[config.mk]
export PLATFORM = sky130hd
export DESIGN_NAME = simplez_ctrl
export DESIGN_NICKNAME = d
export VERILOG_FILES = /design/src/rtl/simplez_ctrl.sv
export SDC_FILE = /design/constraint.sdc
export NUM_CORES = 1
export LEC_CHECK = 0
export BUFFER_PORTS_ARGS = -buffer_cell sky130_fd_sc_hd__buf_4
export CORE_AREA = 4 4 41 43
export DETAILED_ROUTE_END_ITERATION = 10
export DIE_AREA = 0 0 45 47
export PLACE_DENSITY = 0.73
export SLEW_MARGIN = 5
export SYNTH_ARGS = -nofsm -noshare
export SYNTH_HDL_FRONTEND = slang
export SYNTH_SLANG_ARGS = --single-unit
[constraint.sdc]
create_clock -name clk -period 3.5 [get_ports clk]
set_input_delay 0.35 -clock clk [delete_from_list [all_inputs] [get_ports clk]]
set_output_delay 0.35 -clock clk [all_outputs]
set_load 0.02 [all_outputs]
[src/rtl/simplez_ctrl.sv]
// simplez_ctrl: SIMPLEZ sequencer decoding state/opcode into datapath micro-orders
module simplez_ctrl #(
  parameter bit HALT_RESUME = 1'b1
) (
  input  logic       clk,
  input  logic       rstn,
  input  logic [2:0] co,
  input  logic       ac_zero,
  input  logic       mem_rdy,
  input  logic       cont,
  output logic       lec,
  output logic       esc,
  output logic       era,
  output logic       incp,
  output logic       ecp,
  output logic       ccp,
  output logic       scp,
  output logic       eri,
  output logic       sri,
  output logic       eac,
  output logic       sac,
  output logic [1:0] alu_op,
  output logic       stop,
  output logic [2:0] state_o
);
  typedef enum logic [2:0] {I0 = 3'd0, I1 = 3'd1, O0 = 3'd2, O1 = 3'd3, HLT = 3'd4} state_t;
  state_t state, next;
  logic [2:0] op_q;
  // Registers update on the falling edge, in step with the datapath.
  always_ff @(negedge clk) begin
    if (!rstn) begin
      state <= I0;
      op_q  <= 3'd0;
    end else begin
      state <= next;
      op_q  <= state == I1 ? co : op_q;
    end
  end
  assign ccp     = 1'b0;
  assign state_o = rstn ? state : 3'd0;
  always_comb begin
    lec = 1'b0; esc = 1'b0; era = 1'b0; incp = 1'b0; ecp = 1'b0; scp = 1'b0;
    eri = 1'b0; sri = 1'b0; eac = 1'b0; sac = 1'b0; alu_op = 2'd0; stop = 1'b0;
    next = I0;
    if (rstn) begin
      case (state)
        I0: begin
          lec  = 1'b1;
          eri  = mem_rdy;
          incp = mem_rdy;
          next = mem_rdy ? I1 : I0;
        end
        I1: begin
          case (co)
            3'd0, 3'd1, 3'd2: begin sri = 1'b1; era = 1'b1; next = O0; end
            3'd3: begin sri = 1'b1; era = 1'b1; ecp = 1'b1; end
            3'd4: begin
              sri = ac_zero;
              ecp = ac_zero;
              scp = !ac_zero;
              era = 1'b1;
            end
            3'd5: begin eac = 1'b1; alu_op = 2'd2; scp = 1'b1; era = 1'b1; end
            3'd6: begin eac = 1'b1; alu_op = 2'd3; scp = 1'b1; era = 1'b1; end
            default: begin stop = 1'b1; next = HLT; end
          endcase
        end
        O0: begin
          case (op_q)
            3'd0: begin sac = 1'b1; esc = 1'b1; next = O1; end
            3'd1, 3'd2: begin
              lec    = 1'b1;
              eac    = mem_rdy;
              alu_op = (mem_rdy && op_q == 3'd2) ? 2'd1 : 2'd0;
              next   = mem_rdy ? O1 : O0;
            end
            default: next = I0;
          endcase
        end
        O1: begin scp = 1'b1; era = 1'b1; end
        HLT: begin
          stop = 1'b1;
          scp  = HALT_RESUME && cont;
          era  = HALT_RESUME && cont;
          next = (HALT_RESUME && cont) ? I0 : HLT;
        end
        default: next = I0;
      endcase
    end
  end
endmodule

==> impl_metrics.tcl, run 1 <==
set metrics [dict create \
    peakVddDrop_mv 0.3578 \
    stdcell_count 130 \
    synthCells 79 \
    vias 683 \
    ys_warn_count 0 \
    grt_max_degree 14 \
    start_util_pct 44.33 \
    wl_mm 1.636 \
    worstPathRequired_ps 3150 \
    cts_hold_buf 0 \
    via_per_inst 5.254 \
    dpl.hpwl_mm 1.202 \
    start_kind "register" \
    grt_pass1_vias 638 \
    htree_num_levels 1 \
    path_max_fanout 2 \
    ant_nets 0 \
    syn2layout_area_growth_pct 68.33 \
    yosysUniqueCellTypes 38 \
    rsz0062_at_grt "true" \
    clk_path_buf_depth 2 \
    dr.pass1.iters 4 \
    nets 125 \
    dpl.cell_count 119 \
    die-height_um 47 \
    core_area_mm2 0.001301 \
    worstSkewPairLatency_ps 310 \
    diodes 0 \
    syn_avg_cell_area_um2 7.301 \
    outcome "finished, violations left" \
    crit_arrival_ps 3430 \
    io_buffers 23 \
    grt_usage_pct 16.63 \
    n_fill_cell 107 \
    clkTransAtPathRegs_ps 40 \
    antenna_found_initial 0 \
    drive_above_1_share_pct 55.65 \
    ys_ff_latch 6 \
    cts-buffers-inserted 3 \
    ys_seq_area_share_pct 20.82 \
    syn-num-nets 87 \
    place.gp.congestion 0.7996 \
    drcViolationCount 0 \
    wire_per_inst_um 12.58 \
    clkSinkCount 6 \
    maxCapViolations 0 \
    cp-end-kind "output port" \
    finClkSkew_ps 14.83 \
    setup_ws_ps -279.8 \
    num_rows 13 \
    drv_slew 0 \
    leakagePower_nw 0.4282 \
    drt_iter0_drc 6 \
    die-area_mm2 0.002115 \
    ios 25 \
    cts_tree "built" \
    min_path_type "register to register" \
    critical_path_class "register to output port" \
    post-route-util_pct 74.62 \
    grt_pass1_wl_mm 2.573 \
    cts-root-buf "clkbuf_4" \
    grt-ovfl-total 0 \
    die_x_um 45 \
    power.total_mw 0.2602 \
    finalSetupViolCount 10 \
    hold_violations 0 \
    p_per_area_mw_per_mm2 268.0 \
    violations "setup timing" \
    netlist_area_um2 576.8 \
]
## synth_stat cells
library cell / instances / share of area [%]
o21a_1: 1 / 1.3
a21oi_1: 8 / 6.9
inv_1: 2 / 1.3
or3b_1: 1 / 1.5
a21oi_2: 1 / 1.5
a211oi_1: 1 / 1.3
or2b_2: 1 / 1.5
nand2b_1: 3 / 3.3
nor3b_1: 4 / 5.2
and3_1: 1 / 1.1
xnor2_1: 1 / 1.5
conb_1: 1 / 0.65
inv_2: 1 / 0.65
and2_4: 1 / 1.5
nor3b_2: 1 / 2.2
buf_4: 3 / 3.9
buf_2: 1 / 0.87
nand3b_2: 1 / 2.0
nand3_1: 2 / 1.7
nor2b_1: 5 / 5.4
or2_2: 1 / 1.1
nor3_1: 2 / 1.7
nor2_1: 9 / 5.9
nand2_1: 4 / 2.6
nand3b_1: 1 / 1.3
clkbuf_1: 2 / 1.3
nor4_1: 1 / 1.1
dfxtp_1: 6 / 21
or3_4: 1 / 2.0
xor2_1: 2 / 3.0
a32oi_1: 1 / 1.5
o22a_2: 1 / 1.7
o21ai_0: 1 / 0.87
and2_1: 3 / 3.3
a31oi_1: 1 / 1.1
mux2i_1: 1 / 1.7
or4_4: 1 / 2.0
maj3_1: 1 / 1.7
## cell families after synthesis
logic type,after synthesis,share of synthesized area (%)
buf+inv,9,8.025
fa+ha+maj,1,1.735
simple gates,43,46.21
flops,6,20.83
other cells,1,0.6501
compound gates,15,16.27
mux,1,1.735
xor+xnor,3,4.556
## stage by stage
| stage | setup WS, ps | cell area (um2) | hold WS (ps) | setup TNS (ps) |
|---|---|---|---|---|
| 2_1_floorplan | -74.27 | 605.6 | 535.7 | -74.27 |
| 6_report | -279.8 | 970.9 | 583.1 | -1259 |
| 3_5_place_dp | -27.20 | 822.0 | 593.5 | -27.20 |
| 5_1_grt | -320.8 | 970.9 | 622.9 | -2132 |
| 3_3_place_gp | -18.33 | 822.0 | 579.2 | -18.33 |
| 4_1_cts | -309.9 | 880.8 | 601.4 | -1404 |
## final cells by class
class                      count  area (um2)  share of cell area (%)
clock buffer                   3       22.52                   2.320
clock inverter                 6       22.52                   2.320
inverter                       2       7.507                  0.7732
multi-input combinational     64       498.0                   51.29
sequential                     6       123.9                   12.76
tap                           15       18.77                   1.933
timing repair buffer          34       277.8                   28.61
## where the power goes
| group | total, mW | internal [mW] | switching, mW | leakage [nW] |
|---|---|---|---|---|
| combinational | 0.0938 | 0.0457 | 0.0481 | 0.332 |
| sequential | 0.0764 | 0.0731 | 0.00326 | 0.0503 |
| clock | 0.0901 | 0.0482 | 0.0418 | 0.0458 |
## cells in the final DEF, fill, tap and decap left out, drive strengths merged
| cell type | n |
|---|---|
| or2b | 1 |
| a21oi | 9 |
| nor3b | 5 |
| or2 | 1 |
| mux2i | 1 |
| a31oi | 1 |
| or4 | 1 |
| conb | 1 |
| clkbuf | 3 |
| dfxtp | 6 |
| nand2 | 4 |
| nor2b | 5 |
| a32oi | 1 |
| xor2 | 2 |
| buf | 34 |
| nor4 | 1 |
| nor3 | 2 |
| o22a | 1 |
| or3 | 1 |
| a211oi | 1 |
| and3 | 1 |
| nand3 | 2 |
| xnor2 | 1 |
| maj3 | 1 |
| or3b | 1 |
| nor2 | 9 |
| nand3b | 2 |
| inv | 8 |
| nand2b | 3 |
| o21ai | 1 |
| and2 | 4 |
| o21a | 1 |
## critical path, stage by stage (launching register included)
cell and delay [ps]:
dfxtp_1 300, or3_4 370, or4_4 430, a21oi_4 130, buf_6 130
## what timing repair did
| item | CTS | global route |
|---|---|---|
| resized for setup | 6 | 19 |
| endpoints found under the hold margin | 0 | 0 |
| endpoints found under the setup margin | 12 | 13 |
| pin swaps | 6 | 5 |
| cloned | 0 | 0 |
| buffers inserted | 0 | 3 |
## final timing paths
| path | endpoint | slack, ps | start | cells past startpoint |
|---|---|---|---|---|
| worst max-delay path | alu_op[0] | -280 | state[0] | 4 |
| worst min register to register | op_q[0] | 580 | op_q[0] | 2 |
| worst max register to register | state[0] | 2200 | state[0] | 4 |
| worst min-delay path | op_q[0] | 580 | op_q[0] | 2 |
## routing by layer
metal / track usage (%) / wire [um] / vias to the layer above
li1: - / - / 343
met5: 0 / 0 / -
met2: 27.40 / 839 / 20
met1: 20.14 / 674 / 316
met4: 8.187 / 19 / 0
met3: 4.215 / 103 / 4
## state kept, by name, summed over array words and instances, names as in the netlist
register,cells
op_q,3
state,3
Power figures use the tool's default switching activity.
==> run 2: changes to the inputs <==
Settings changed: GPL_TIMING_DRIVEN set to 0.
==> impl_metrics.tcl, run 2 (synthesis results as in run 1) <==
set metrics [dict create \
    critical_path_class "register to output port" \
    path_max_fanout 4 \
    n_fill_cell 117 \
    ff2ff_setup_slack_ps 2200 \
    start_kind "register" \
    clkTransAtPathRegs_ps 30 \
    hold_violations 0 \
    die-area_mm2 0.002115 \
    cts_hold_buf 0 \
    p_per_area_mw_per_mm2 284.4 \
    worstReg2RegEnd "state[0]" \
    worst_path_max_delay_cell "or4_4" \
    grt_usage_pct 17.56 \
    outcome "finished, violations left" \
    dpl.cell_count 117 \
    drcViolationCount 0 \
    peakVddDrop_mv 0.2601 \
    violations "setup timing" \
    ant_nets 0 \
    io_buffers 23 \
    drive_above_1_share_pct 47.37 \
    cts-buffers-inserted 3 \
    diodes 0 \
    place_area_um2 797.0 \
    drt_iter0_drc 5 \
    crit_chain "or3_4, or4_4, a21oi_4, buf_6" \
    die_x_um 45 \
    hold_path_startpoint "state[2]" \
    clkSinkCount 6 \
    stdcell_area_um2 918.4 \
    power.total_mw 0.2612 \
    num_rows 13 \
    cp_top_family "simple AND/OR/NAND/NOR gates" \
    r2r-start "state[0]" \
    antenna_found_initial 0 \
    stdcell_count 129 \
    finClkSkew_ps 15.96 \
    slowest_delay_ps 500 \
    cp-end-kind "output port" \
    grt-ovfl-total 0 \
    worstSkewPairLatency_ps 320 \
    min_path_type "register to register" \
    post-route-util_pct 70.58 \
    rr_worst_depth 4 \
    place_ws_ps -237.7 \
    finalSetupViolCount 11 \
    leakagePower_nw 0.4109 \
    vias 676 \
    holdPathStages 2 \
    ios 25 \
    final_cell_mix "buf_4 (28), inv_1 (7), nor2_1 (7)" \
    clk_path_buf_depth 2 \
    reg_top3 "op_q (3), state (3)" \
    via_per_inst 5.240 \
    setup_tns_ps -2152 \
    cts_tree "built" \
    nets 124 \
    dpl.hpwl_mm 1.155 \
    drv_slew 0 \
    rsz0062_at_grt "true" \
    grt_pass1_vias 640 \
    final_common_cell "buf_4" \
    die-height_um 47 \
    dr.pass1.iters 4 \
    start_util_pct 44.33 \
    core_area_mm2 0.001301 \
    worstPathRequired_ps 3150 \
    crit_arrival_ps 3520 \
    wl_mm 1.658 \
    grt_max_degree 11 \
    place.gp.congestion 0.8127 \
    critical_path_buf_inv_count 1 \
    maxCapViolations 0 \
    grt_pass1_wl_mm 2.766 \
    hold_end "state[1]" \
    holdWs_ps 577.9 \
    htree_num_levels 1 \
    syn2layout_area_growth_pct 59.22 \
    cts-root-buf "clkbuf_4" \
    wire_per_inst_um 12.85 \
    setup_ws_ps -371.3 \
]
-- run 2: where the power goes --
part           total [mW]  internal, mW  switching, mW
registers          0.0778        0.0723        0.00542
clock network      0.0958        0.0485         0.0473
logic              0.0876        0.0429         0.0447
total               0.261         0.164         0.0974
-- run 2: layout make-up --
class,instances,area [um2],area share [%]
buffer,6,41.29,4.496
clock buffer,3,22.52,2.452
clock inverter,6,22.52,2.452
inverter,2,7.507,0.8174
multi-input combinational,64,466.7,50.82
sequential,6,125.1,13.62
tap,15,18.77,2.044
timing repair buffer,27,214.0,23.30
-- run 2: worst reg2reg max path, stage by stage, from the launching register on --
cell     delay, ps
dfxtp_1        300
buf_4          170
or3b_4         430
buf_4          160
nor3_1         170
-- run 2: layer usage --
| layer | track usage [%] | wire length, um |
|---|---|---|
| met5 | 0 | 0 |
| met3 | 7.663 | 121 |
| met1 | 21.69 | 725 |
| met4 | 5.848 | 23 |
| met2 | 27.40 | 788 |
-- run 2: how the worst max path moves through the flow --
stage	end	from	slack, ps	cells past startpoint
after global routing	alu_op[0]	state[2]	-420	4
final	alu_op[0]	state[2]	-370	4
after floorplan	sac	state[0]	-70	4
after CTS	alu_op[0]	state[2]	-370	4
after global placement	alu_op[0]	state[0]	-210	6
after detailed placement	alu_op[0]	state[0]	-240	6
-- run 2: timing repair --
item / CTS / global route
hold endpoints to repair: 0 / 0
setup buffers: 3 / 1
setup endpoints to repair: 13 / 13
pin swaps: 1 / 1
gates resized for setup: 15 / 1
==> run 3: changes to the inputs <==
Settings changed: PLACE_DENSITY 0.73 to 0.79.
==> impl_metrics.tcl, run 3 (synthesis results as in run 1) <==
set metrics [dict create \
    dr.pass1.iters 4 \
    power.total_mw 0.2751 \
    htree_num_levels 1 \
    drive_above_1_share_pct 54.24 \
    ant_nets 0 \
    cts_tree "built" \
    hold_end "state[0]" \
    maxCapViolations 0 \
    min_path_type "register to register" \
    clkSinkCount 6 \
    clk_path_buf_depth 2 \
    ios 25 \
    start_util_pct 44.33 \
    cp_top_family "simple AND/OR/NAND/NOR gates" \
    violations "setup timing" \
    via_per_inst 5.391 \
    crit_chain "or3_4, or4_4, a21oi_4, buf_6" \
    start_kind "register" \
    grt_pass1_vias 668 \
    hold_violations 0 \
    hold_path_startpoint "op_q[2]" \
    die_x_um 45 \
    grt-ovfl-total 0 \
    worstSkewPairLatency_ps 340 \
    worstPathRequired_ps 3150 \
    io_buffers 23 \
    vias 717 \
    clkTransAtPathRegs_ps 40 \
    finalSetupViolCount 12 \
    rr_worst_depth 8 \
    final_common_cell "buf_4" \
    grt_max_degree 11 \
    critical_path_buf_inv_count 1 \
    drv_slew 0 \
    p_per_area_mw_per_mm2 273.1 \
    holdPathStages 2 \
    setup_ws_ps -396.3 \
    die-area_mm2 0.002115 \
    r2r-start "state[2]" \
    slowest_delay_ps 500 \
    dpl.hpwl_mm 1.182 \
    rsz0062_at_grt "true" \
    nets 128 \
    worstReg2RegEnd "op_q[0]" \
    wl_mm 1.949 \
    diodes 0 \
    final_cell_mix "buf_4 (24), buf_6 (10), inv_1 (7), nor2_1 (7), a21oi_1 (5)" \
    num_rows 13 \
    cp-end-kind "output port" \
    drcViolationCount 0 \
    path_max_fanout 3 \
    reg_top3 "op_q (3), state (3)" \
    drt_iter0_drc 17 \
    holdWs_ps 623.6 \
    ff2ff_setup_slack_ps 1990 \
    place.gp.congestion 0.8481 \
    grt_pass1_wl_mm 3.008 \
    critical_path_class "register to output port" \
    core_area_mm2 0.001301 \
    cts-buffers-inserted 3 \
    peakVddDrop_mv 0.2634 \
    finClkSkew_ps 19.15 \
    cp-startpoint "state[2]" \
    worst_path_max_delay_cell "or4_4" \
    die-height_um 47 \
    leakagePower_nw 0.4507 \
    syn2layout_area_growth_pct 74.62 \
    crit_arrival_ps 3550 \
    antenna_found_initial 0 \
    grt_usage_pct 19.84 \
    wire_per_inst_um 14.65 \
    cts-root-buf "clkbuf_4" \
    outcome "finished, violations left" \
]
-- run 3: routing by layer --
| layer | wire [um] | track usage, % | up-vias |
|---|---|---|---|
| met3 | 153 | 7.280 | 7 |
| met2 | 965 | 29.10 | 32 |
| met5 | 0 | 0 | - |
| met1 | 773 | 23.01 | 329 |
| met4 | 57 | 16.37 | 0 |
| li1 | - | - | 349 |
-- run 3: how the worst max path moves through the flow --
stage	endpoint	slack [ps]	cells past startpoint
floorplan	sac	-70	4
global placement	alu_op[0]	-190	6
detailed placement	alu_op[0]	-200	6
CTS	alu_op[0]	-410	4
global route	alu_op[0]	-440	4
finish	alu_op[0]	-400	4
-- run 3: layout make-up --
type,count,area [um2]
well taps,15,18.77
plain buffers,6,45.04
inverters,2,7.507
multi-input cells,64,495.5
clock inverters,6,22.52
fillers,96,294.0
clock buffers,3,22.52
flip-flops and latches,6,125.1
repair buffers,31,270.3
-- run 3: timing repair --
item / 4_1_cts / 5_1_grt
resized for setup: 23 / 7
setup buffers: 6 / 2
hold buffers: 0 / 0
endpoints found under the setup margin: 13 / 13
pin swaps: 11 / 5
-- run 3: worst reg2reg max path, delay by kind of cell (launching register included) --
family / cells / cell delay (ps)
buffers and inverters: 5 / 610
DFF: 1 / 340
and+or+nand+nor: 2 / 250
muxes: 1 / 170
-- run 3: per-stage QoR --
step	setup WS [ps]	area (um2)	util, %	instances	setup TNS (ps)
3_5_place_dp	-202.5	797.0	61.25	117	-596.2
4_1_cts	-409.3	969.7	74.52	131	-2362
5_1_grt	-438.9	1007	77.40	133	-3717
3_3_place_gp	-188.4	797.0	61.25	117	-556.7
6_report	-396.3	1007	77.40	133	-2931
2_1_floorplan	-74.27	605.6	-	79	-74.27
-- run 3: power by group --
group / internal, mW / switching (mW) / total, mW
registers: 0.0723 / 0.00543 / 0.0777
clock network: 0.0488 / 0.0527 / 0.101
logic: 0.0475 / 0.0484 / 0.0959
